--- src/rtl/prng_arbiter_pkg.sv ---
// ---------------------------------------------------------------------------
// prng_pkg -- shared definitions for the PRNG arbiter slice.
//   LFSR_W        : width of the random generator (8 bits)
//   LFSR_TAP_MASK : state bits XORed into the new MSB (taps 8,6,5,4)
//   lfsr_next()   : one Fibonacci LFSR step, shift right, feedback into MSB
//   state_t       : controller states (WARM discards values, RUN grants)
// ---------------------------------------------------------------------------
package prng_pkg;

  localparam int LFSR_W = 8;

  // Feedback = s[4]^s[3]^s[2]^s[0]; maximal length (255), never reaches zero.
  localparam logic [LFSR_W-1:0] LFSR_TAP_MASK = 8'h1D;

  typedef enum logic {
    ST_WARM = 1'b0,
    ST_RUN  = 1'b1
  } state_t;

  function automatic logic [LFSR_W-1:0] lfsr_next(input logic [LFSR_W-1:0] s);
    return {^(s & LFSR_TAP_MASK), s[LFSR_W-1:1]};
  endfunction

endpackage

--- src/rtl/prng_arbiter_if.sv ---
// ---------------------------------------------------------------------------
// prng_arbiter_if -- request/grant bus of the PRNG arbiter.
//   req        : per-requester request, held until the grant is seen
//   gnt        : one-hot (or zero) grant pulse
//   rnd_data   : random byte delivered with each grant
//   busy       : high while the arbiter is warming up
//   seed_valid, seed_in, seed_err : reseed port, only with
//                                   PRNG_ARBITER_RESEED_EN defined
// Modports: slave (arbiter side), master (requester side).
// ---------------------------------------------------------------------------
interface prng_arbiter_if #(
  parameter int NUM_REQ = 4
);
  import prng_pkg::*;

  logic [NUM_REQ-1:0] req;
  logic [NUM_REQ-1:0] gnt;
  logic [LFSR_W-1:0]  rnd_data;
  logic               busy;

`ifdef PRNG_ARBITER_RESEED_EN
  logic               seed_valid;
  logic [LFSR_W-1:0]  seed_in;
  logic               seed_err;

  modport slave  (input  req, seed_valid, seed_in,
                  output gnt, rnd_data, busy, seed_err);
  modport master (output req, seed_valid, seed_in,
                  input  gnt, rnd_data, busy, seed_err);
`else
  modport slave  (input  req,
                  output gnt, rnd_data, busy);
  modport master (output req,
                  input  gnt, rnd_data, busy);
`endif

endinterface

--- src/rtl/prng_arbiter_rr.sv ---
// ---------------------------------------------------------------------------
// rr_arbiter -- combinational round-robin picker.
//   N    : number of requesters
//   req  : eligible request vector
//   last : index of the previous winner; search starts at last+1 (mod N)
//   gnt  : one-hot winner, zero when req is zero
// ---------------------------------------------------------------------------
module rr_arbiter #(
  parameter int N = 4
) (
  input  logic [N-1:0]         req,
  input  logic [$clog2(N)-1:0] last,
  output logic [N-1:0]         gnt
);

  localparam int PW = $clog2(N);

  logic          found;
  logic [PW-1:0] idx;

  always_comb begin
    gnt   = '0;
    found = 1'b0;
    idx   = '0;
    for (int i = 1; i <= N; i++) begin
      idx = PW'((int'(last) + i) % N);
      if (!found && req[idx]) begin
        gnt[idx] = 1'b1;
        found    = 1'b1;
      end
    end
  end

endmodule

--- src/rtl/prng_arbiter.sv ---
// ---------------------------------------------------------------------------
// prng_arbiter -- round-robin arbiter that hands out one LFSR byte per grant.
//   clk    : clock, rising edge
//   resetn : asynchronous active-low reset
//   bus    : prng_arbiter_if.slave (req in; gnt, rnd_data, busy out)
// Parameters: NUM_REQ (2..8), SEED (nonzero reset load), WARMUP (0..255
// LFSR steps discarded after each load).
// Optional feature: define PRNG_ARBITER_RESEED_EN to add the reseed port
// (seed_valid/seed_in/seed_err); otherwise the LFSR loads only on reset.
// ---------------------------------------------------------------------------
module prng_arbiter
  import prng_pkg::*;
#(
  parameter int                NUM_REQ = 4,
  parameter logic [LFSR_W-1:0] SEED    = 8'h01,
  parameter int                WARMUP  = 8
) (
  input  logic           clk,
  input  logic           resetn,
  prng_arbiter_if.slave  bus
);

  localparam int       PW         = $clog2(NUM_REQ);
  localparam logic [7:0] WARM_STEPS = 8'(WARMUP);

  state_t              state_q, state_d;
  logic [LFSR_W-1:0]   lfsr_q, lfsr_d;
  logic [LFSR_W-1:0]   rnd_q, rnd_d;
  logic [7:0]          cnt_q, cnt_d;
  logic [NUM_REQ-1:0]  gnt_q, gnt_d;
  logic [PW-1:0]       ptr_q, ptr_d;
  logic [NUM_REQ-1:0]  elig, win;
  logic [PW-1:0]       win_idx;
`ifdef PRNG_ARBITER_RESEED_EN
  logic                seed_err_q, seed_err_d;
`endif

  // A requester granted this cycle still has req high; mask it so it
  // cannot win twice back to back.
  assign elig = bus.req & ~gnt_q;

  rr_arbiter #(.N(NUM_REQ)) u_rr (
    .req  (elig),
    .last (ptr_q),
    .gnt  (win)
  );

  always_comb begin
    win_idx = '0;
    for (int i = 0; i < NUM_REQ; i++) begin
      if (win[i]) win_idx = PW'(i);
    end
  end

  always_comb begin
    state_d = state_q;
    lfsr_d  = lfsr_q;
    cnt_d   = cnt_q;
    gnt_d   = '0;
    rnd_d   = rnd_q;
    ptr_d   = ptr_q;
`ifdef PRNG_ARBITER_RESEED_EN
    seed_err_d = 1'b0;
`endif

    case (state_q)
      ST_WARM: begin
        if (WARM_STEPS == 8'd0) begin
          state_d = ST_RUN;
        end else begin
          // Leave WARM on the edge that takes the last discarded step.
          lfsr_d = lfsr_next(lfsr_q);
          cnt_d  = cnt_q + 8'd1;
          if (cnt_d == WARM_STEPS) state_d = ST_RUN;
        end
      end
      ST_RUN: begin
        // LFSR advances only when a value is consumed.
        if (|elig) begin
          gnt_d  = win;
          rnd_d  = lfsr_q;
          lfsr_d = lfsr_next(lfsr_q);
          ptr_d  = win_idx;
        end
      end
    endcase

`ifdef PRNG_ARBITER_RESEED_EN
    // Reseed overrides whatever the FSM decided on this edge.
    if (bus.seed_valid) begin
      state_d = state_q;
      lfsr_d  = lfsr_q;
      cnt_d   = cnt_q;
      gnt_d   = '0;
      rnd_d   = rnd_q;
      ptr_d   = ptr_q;
      if (bus.seed_in != '0) begin
        lfsr_d  = bus.seed_in;
        state_d = ST_WARM;
        cnt_d   = 8'd0;
      end else begin
        seed_err_d = 1'b1;
      end
    end
`endif
  end

  always_ff @(posedge clk or negedge resetn) begin
    if (!resetn) begin
      state_q <= ST_WARM;
      lfsr_q  <= SEED;
      cnt_q   <= 8'd0;
      gnt_q   <= '0;
      rnd_q   <= '0;
      ptr_q   <= PW'(NUM_REQ - 1);
`ifdef PRNG_ARBITER_RESEED_EN
      seed_err_q <= 1'b0;
`endif
    end else begin
      state_q <= state_d;
      lfsr_q  <= lfsr_d;
      cnt_q   <= cnt_d;
      gnt_q   <= gnt_d;
      rnd_q   <= rnd_d;
      ptr_q   <= ptr_d;
`ifdef PRNG_ARBITER_RESEED_EN
      seed_err_q <= seed_err_d;
`endif
    end
  end

  assign bus.gnt      = gnt_q;
  assign bus.rnd_data = rnd_q;
  assign bus.busy     = (state_q != ST_RUN);
`ifdef PRNG_ARBITER_RESEED_EN
  assign bus.seed_err = seed_err_q;
`endif

endmodule
--- src/flat_wrapper.sv ---
// flat-port wrapper written by rule: the top's interface ports become plain ports
module prng_arbiter_flat import prng_pkg::*;
#(
  parameter int                NUM_REQ = 4,
  parameter logic [LFSR_W-1:0] SEED    = 8'h01,
  parameter int                WARMUP  = 8
)
  (clk, resetn, bus_req, bus_gnt, bus_rnd_data, bus_busy);
  prng_arbiter_if #(.NUM_REQ(NUM_REQ)) bus_i ();
  input  logic clk;
  input  logic resetn;
  input wire logic [$bits(bus_i.req)-1:0] bus_req;
  output wire logic [$bits(bus_i.gnt)-1:0] bus_gnt;
  output wire logic [$bits(bus_i.rnd_data)-1:0] bus_rnd_data;
  output wire logic [$bits(bus_i.busy)-1:0] bus_busy;
  assign bus_i.req = bus_req;
  assign bus_gnt = bus_i.gnt;
  assign bus_rnd_data = bus_i.rnd_data;
  assign bus_busy = bus_i.busy;
  prng_arbiter #(.NUM_REQ(NUM_REQ), .SEED(SEED), .WARMUP(WARMUP)) u_core (.clk(clk), .resetn(resetn), .bus(bus_i));
endmodule
--- config.mk ---
export PLATFORM = sky130hd
export DESIGN_NAME = prng_arbiter_flat
export DESIGN_NICKNAME = d
export VERILOG_FILES = /design/src/rtl/prng_arbiter_pkg.sv /design/src/rtl/prng_arbiter_if.sv /design/src/rtl/prng_arbiter_rr.sv /design/src/rtl/prng_arbiter.sv /design/src/flat_wrapper.sv
export SDC_FILE = /design/constraint.sdc
export NUM_CORES = 1
export LEC_CHECK = 0
export CAP_MARGIN = 10
export CELL_PAD_IN_SITES_DETAIL_PLACEMENT = 0
export CELL_PAD_IN_SITES_GLOBAL_PLACEMENT = 1
export CORE_MARGIN = 3
export CORE_UTILIZATION = 48
export CTS_CLUSTER_SIZE = 16
export DETAILED_ROUTE_END_ITERATION = 7
export PLACE_DENSITY = 0.9
export SLEW_MARGIN = 20
export SYNTH_ARGS = -nofsm -noshare
export SYNTH_HDL_FRONTEND = slang
export SYNTH_HIERARCHICAL = 1
export SYNTH_SLANG_ARGS = --single-unit
export TNS_END_PERCENT = 5
--- constraint.sdc ---
create_clock -name clk -period 4.41 [get_ports clk]
set_clock_uncertainty 0.15 [all_clocks]
set_input_delay 0.882 -clock clk [delete_from_list [all_inputs] [get_ports clk]]
set_output_delay 0.882 -clock clk [all_outputs]
set_load 0.01 [all_outputs]
==> results of run 1 <==
==> registers in the layout, indices dropped and copies added (netlist names) <==
name	flops
u_core/bus.rnd_data	8
u_core/cnt_q	8
u_core/lfsr_q	8
u_core/state_q	1
u_core/bus.gnt	4
u_core/ptr_q	2
==> placed cells by master (no fill, tap or decap), types with 2 or more instances in the layout <==
cell type,n
dfrtp_1,28
clkdlybuf4s50_1,18
mux2_2,15
nand2_1,12
inv_1,11
nor2_1,10
ha_1,10
xnor2_1,7
clkbuf_4,5
o211ai_1,5
a21oi_1,5
nor3b_1,4
nor2b_4,3
xor2_1,3
dfstp_2,3
nand3_1,2
o21ai_0,2
mux2_4,2
nand4_1,2
mux4_2,2
mux4_1,2
==> path summary, 6_finish.rpt <==
path / cells after the start / endpoint / startpoint
max: 9 / u_core/ptr_q[0] / bus_req[3]
min: 1 / u_core/cnt_q[4] / u_core/cnt_q[4]
max reg2reg: 9 / u_core/ptr_q[0] / u_core/ptr_q[0]
min reg2reg: 1 / u_core/cnt_q[4] / u_core/cnt_q[4]
max in group asynchronous: 2 / u_core/lfsr_q[0] / resetn
min in group asynchronous: 2 / u_core/cnt_q[0] / resetn
==> cell type report <==
cell class | count | area [um2] | share of cell area
clock inverter | 1 | 5.00 | 0.00249
clock buffer | 7 | 55.1 | 0.0274
inverter | 11 | 41.3 | 0.0205
sequential | 31 | 779 | 0.387
multi-input combinational | 99 | 886 | 0.440
tap | 46 | 57.6 | 0.0286
timing repair buffer | 19 | 188 | 0.0933
==> metal layers <==
| metal | global-route usage | routed length [um] | up-vias |
|---|---|---|---|
| li1 | - | - | 547 |
| met1 | 0.189 | 1320 | 587 |
| met2 | 0.278 | 1630 | 28 |
| met3 | 0.0578 | 148 | 10 |
| met4 | 0.0787 | 68 | 0 |
| met5 | 0 | 0 | - |
==> stage by stage <==
step / utilization / instances
floorplan: - / 144
global placement: 0.571 / 206
detailed placement: 0.571 / 206
CTS: 0.589 / 214
global route: 0.589 / 214
finish: 0.589 / 214
==> cells by family after synthesis <==
kind of cell / synth area share
simple gates: 0.147
flops: 0.450
mux: 0.171
compound gates: 0.0708
buf+inv: 0.0390
xor+xnor: 0.0505
fa+ha+maj: 0.0722
==> worst register-to-register path, cell delays in order, from the launching register on <==
cell and delay [ns]:
dfstp_2 0.68, inv_1 0.14, ha_1 0.36, mux4_1 0.63
nor4b_4 0.30, nand2_1 0.09, o211ai_1 0.13, inv_1 0.10
a21oi_1 0.13, o21ai_0 0.08
==> power breakdown <==
| part | total (mW) | switching, mW | internal (mW) |
|---|---|---|---|
| Combinational | 0.390 | 0.214 | 0.176 |
| Clock | 0.171 | 0.0937 | 0.0771 |
| Sequential | 0.354 | 0.0372 | 0.316 |
==> impl_results.md, run 1 <==
- Run status: completed
- Final antenna-violating net count: 0
- Crit-path cells: clkdlybuf4s50_1 -> nor2b_1 -> mux4_2 -> nor4b_4 -> nand2_1 -> o211ai_1 -> inv_1 -> a21oi_1 -> o21ai_0
- Count of state elements after synthesis: 31
- Cell with the most instances after synthesis: dfrtp_1
- Initial core utilization: 0.507
- Critical path fanouts, max: 10
- Post-route standard cell area excluding fillers: 2010 um2
- Die ar.: approximately 4400 um2
- Number of pins exceeding their max-slew limit in the final report: 0
- Area growth from synthesis to layout: 16.1%
- Count of nets after finishing: 183
- Startpoint kind of the worst setup timing path: primary input
- Core Area: 3420 um2
- Largest net degree at the start of global routing: 32
- Worst Tran Pin Value: 0.973 ns
- Max_cap viols: 0
- Clk root buf: clkbuf_4
- Critical path's largest stage delay: 0.62 ns
- Number of global-route vias before repair: 1227
- Placer's final routability congestion estimate: 0.862
- Clock-pin slew reported for the worst setup and hold paths after clock tree synthesis: 0.10 ns
- Post-layout minimum cycle time: 2.90 ns
- Fin Hold WS: 0.359 ns
- Clock tree from TritonCTS: built
- Number of buffers inserted by post-CTS setup repair: 0
- Flop2flop setup slack: 1.53 ns
- Post-synthesis cell type count: 34
- Largest area contributor in the synthesized netlist: dfrtp_1
- RSZ-0062 raised after global routing: false
- Top_reg_cell synth: dfrtp_1
- Data arrival time of the critical path: 2.98 ns
- Cell types with the largest area share after synthesis: dfrtp_1 40%, mux2_2 9.7%, ha_1 7.2%
- Number of gates resized after CTS: 0
- Number of buffer and inverter stages on the critical path: 2
- CTS Hold Buffers Added: 0
- Final worst setup slack: about 1.5 ns
- First-pass iteration count of the detailed router: 4
- Global route overflow: 0
- Area share of the largest cell type after synthesis: 0.404
- Clock network latency to the later pin of the worst-skew pair: around 0.33 ns
- Final cycle utilization of the critical path: 0.658
- Clock Path Buffers: 2
- Endpoints failing setup: 0
- Post-route DRC violation count: 0
- Count of vias placed by the detailed router: 1172
- Post-DR vias/cell: 5.48
- Synth warnings: 6
- Clock buffers created by TritonCTS: 5
- Highest clock frequency the design can meet: 0.345 GHz
- Initial DRC Count: between 50 and 60
- Cell area after placement: 1950 um2
- Count of boundary I/O pins: 19
- Cell with the largest stage delay on the worst path: mux4_2
- Global-route wire length before repair: 5460 um
- Portion of the post-synthesis area used by sequential elements: 0.450
- H-tree depth: 2
- Async S/R FF share, synth: 1.00
- Setup TNS: 0 ns
- Setup Crit Path Kind: primary input to flop
- Net Count, Synth: 160
- Data required time at the worst endpoint: 4.49 ns
- Most common library cells after synthesis: 28 x dfrtp_1, 15 x mux2_2, 12 x nand2_1, 11 x inv_1
- Overall routed net length: around 3200 um
- Cell type group with the largest total delay on the critical path: simple AND/OR/NAND/NOR gates
- Total routing usage reported by global routing: 0.166
- Chip height: approximately 66 um
- Count of clock tree sinks: 31
- Reported leakage power: 0.916 nW
- Antenna violations before repair: 0
- Post-Place Worst Slack: between 1 and 1.5 ns
- Filler cells: 298
- Post-Syn Area: 1730 um2
- P per Cell Area: 454 nW/um2
- # diodes: 0
- PnR Total Power: approximately 0.91 mW
- DP HPWL: between 2000 and 2500 um
- Critical path endpoint category: flop
- Wire length per cell after detailed routing: 14.8 um
- Fraction of final layout cells with drive strength greater than 1: 0.220
- Number of endpoints with negative hold slack in the final report: 0
- Post-Syn Area per Cell: 12.0 um2
- Number of port buffers: 18
- Row count: 21
- Chip width: about 66 um
- Number of cells produced by synthesis: between 100 and 150
- Largest vdd supply drop: around 240 uV
- Worst Hold Class: flop to flop
- Worst slew margin relative to its limit: 0.349
- EDFF count, synth: 0
(Power assumes the default switching activity.)
==> run 2, diff against run 1 <==
Settings changed: CORE_UTILIZATION 48 to 40, PLACE_DENSITY 0.9 to 0.81.
Clock period 4.41 ns to 2.5 ns, I/O delays scaled along.
==> run 2 against run 1 <==
  * Cell count up 7.5%
  * Combinational power up 130%
  * Final area increased by 7.1%
  * Sequential cell count unchanged
  * Clock power grew 110%
  * Sequential share of layout area is 2.6 points lower
  * First-iteration DRC count decreased by 16%
  * Worst hold slack got worse by 0.011 ns
  * Wire length rose by 1.6%
  * Register-to-register slack worse by 1.5 ns
  * Largest cell class unchanged
==> impl_results.md, run 2 (same netlist as run 1, synthesis figures left out) <==
- Row count: 23 (+9.5%)
- Number of global-route vias before repair: 1221 (-0.49%)
- Number of endpoints with negative hold slack in the final report: 0 (unchanged)
- Worst setup path start: u_core/ptr_q[0]
- Number of buffer and inverter stages on the critical path: 2 (unchanged)
- Clock buffers created by TritonCTS: 5 (unchanged)
- Clock-pin slew reported for the worst setup and hold paths after clock tree synthesis: 0.06 ns (-0.04 ns)
- Clock tree from TritonCTS: built
- Number of port buffers: 18 (unchanged)
- Post-layout minimum cycle time: roughly 2.5 ns
- Initial DRC Count: 43 (-16%)
- Clk root buf: clkbuf_8
- Run status: completed
- Worst Tran Pin Value: 0.378 ns (-0.595 ns)
- Post-DR vias/cell: 5.10 (-6.8%)
- Met2 routing resource usage after global routing: 0.239 (-0.0388)
- Filler cells: 355 (+19%)
- Global-route wire length before repair: 5670 um (+3.8%)
- Chip height: 71.8 um (+8.7%)
- Die ar.: 5160 um2 (+18%)
- Post-route standard cell area excluding fillers: 2150 um2 (+7.1%)
- Critical path fanouts, max: 4 (-6)
- Chip width: 71.8 um (+8.7%)
- Area growth from synthesis to layout: 24.3%
- Total routing usage reported by global routing: 0.141 (-0.0252)
- Final antenna-violating net count: 0 (unchanged)
- Count of vias placed by the detailed router: 1174 (+0.17%)
- Worst R2R Start: u_core/ptr_q[0]
- P per Cell Area: 862 nW/um2 (+90%)
- Post-Place Worst Slack: -0.196 ns (-1.35 ns)
- Fraction of final layout cells with drive strength greater than 1: 0.289 (+0.0687)
- Largest vdd supply drop: 404 uV (+65%)
- Cell area after placement: 2060 um2 (+5.6%)
- Worst slew margin relative to its limit: 0.748 (+0.399)
- Clock network latency to the later pin of the worst-skew pair: 0.27 ns (-0.06 ns)
- Antenna violations before repair: 0 (unchanged)
- Data required time at the worst endpoint: 2.55 ns (-1.94 ns)
- Final cycle utilization of the critical path: 1.00
- # diodes: 0 (unchanged)
- Cell with the largest stage delay on the worst path: dfstp_2
- PnR Total Power: 1.86 mW (+100%)
- Wire length per cell after detailed routing: 14.0 um (-5.5%)
- GR peak layer: met2
- Overall routed net length: 3220 um (+1.6%)
- Reported leakage power: 0.980 nW (+7.1%)
- Cell type group with the largest total delay on the critical path: flip-flops
- Met1 usage in global routing: 0.177 (-0.0125)
- Crit-path cells: inv_4 -> ha_4 -> mux4_2 -> nor4b_4 -> nand2_1 -> o211ai_1 -> inv_1 -> a21oi_2 -> o21ai_1
- Commonest cells after routing, fill and taps aside: 28 x dfrtp_1, 18 x clkdlybuf4s50_1, 15 x mux2_2
- Startpoint kind of the worst setup timing path: flop
- Number of cells in the design after placement: 221 (+7.3%)
- Placer's final routability congestion estimate: 0.951 (+10%)
- DP HPWL: 2460 um (+4.7%)
- Largest net degree at the start of global routing: 32 (unchanged)
- Setup Crit Path Kind: flop to flop
- Number of pins exceeding their max-slew limit in the final report: 0 (unchanged)
- Global route overflow: 0 (unchanged)
- Count of cell instances traversed by the critical path: 9 (unchanged)
- Non-filler instance count after layout: 230 (+7.5%)
- Destination of the worst register-to-register timing path: u_core/ptr_q[0]
- Setup crit end: u_core/ptr_q[0]
- First-pass iteration count of the detailed router: 4 (unchanged)
- CTS Hold Buffers Added: 0 (unchanged)
- Endpoints failing setup: 0 (unchanged)
- Count of clock tree sinks: 31 (unchanged)
- Fin Hold WS: 0.348 ns (-0.0108 ns)
- Count of boundary I/O pins: 19 (unchanged)
- Highest clock frequency the design can meet: about 0.4 GHz
- Met3 usage: 0.0407 (-0.0171)
- Data arrival time of the critical path: 2.55 ns (-0.43 ns)
- Initial core utilization: 0.424 (-0.0833)
- Core Area: 4090 um2 (+20%)
- Clock Path Buffers: 2 (unchanged)
- Critical path's largest stage delay: 0.55 ns (-0.07 ns)
- Flop2flop setup slack: 0.0003 ns (-1.53 ns)
- H-tree depth: 2 (unchanged)
- Reg2reg path depth: 9 (unchanged)
- Worst Hold Class: flop to flop
- Count of nets after finishing: 195 (+6.6%)
- Post-route DRC violation count: 0 (unchanged)
- Most common cell after layout, fill and taps aside: dfrtp_1
- Final worst setup slack: 0.000307 ns (-1.51 ns)
- RSZ-0062 raised after global routing: true
- Hold Crit Depth: 1 (unchanged)
- Max_cap viols: 0 (unchanged)
- Critical path endpoint category: flop
-- run 2: cell count changes in the layout (fill, tap and decap cells not counted), sizes merged --
cell / before / now
clkbuf: 7 / 8
buf: 1 / 13
clkinv: 1 / 0
-- run 2: cell type report --
cell class / count / area, um2 / share of cell area
well taps: 50 / 62.6 / 0.0290
repair buffers: 31 / 290 / 0.135
multi-input cells: 99 / 898 / 0.417
flip-flops and latches: 31 / 779 / 0.362
clock buffers: 8 / 80.1 / 0.0372
inverters: 11 / 43.8 / 0.0203
-- run 2: worst register-to-register path, cell delays in order, from the launching register on --
cell and delay (ns):
dfstp_2 0.55, inv_4 0.05, ha_4 0.27, mux4_2 0.53
nor4b_4 0.36, nand2_1 0.09, o211ai_1 0.11, inv_1 0.10
a21oi_2 0.14, o21ai_1 0.07
-- run 2: metrics by stage --
step	utilization	setup TNS (ns)
floorplan	-	-0.00294
global placement	0.504	-0.294
global route	0.527	-0.307
CTS	0.524	-0.00811
detailed placement	0.504	-0.676
finish	0.527	0
-- run 2: power breakdown --
| group | internal [mW] | switching (mW) |
|---|---|---|
| registers | 0.557 | 0.0345 |
| logic | 0.447 | 0.457 |
| clock network | 0.197 | 0.164 |
| total | 1.20 | 0.655 |
-- run 2: how the worst min path moves through the flow --
stage / slack (ns) / end / start
after global routing: 0.36 / u_core/cnt_q[4] / u_core/cnt_q[4]
after detailed placement: 0.33 / u_core/cnt_q[4] / u_core/cnt_q[4]
after global placement: 0.33 / u_core/cnt_q[4] / u_core/cnt_q[4]
after floorplan: 0.05 / u_core/bus.gnt[0] / resetn
after CTS: 0.35 / u_core/cnt_q[4] / u_core/cnt_q[4]
final: 0.35 / u_core/cnt_q[4] / u_core/cnt_q[4]
-- run 2: routing by layer --
metal | share of wire | vias to the layer above
li1 | - | 570
met3 | 0.042 | 2
met1 | 0.45 | 582
met2 | 0.51 | 20
met5 | 0 | -
met4 | 0.0040 | 0
-- run 2: timing repair --
item / CTS / global route
setup endpoints to repair: 2 / 5
gates cloned: 0 / 0
setup buffers: 0 / 1
pin swaps: 1 / 9
gates resized for setup: 0 / 3
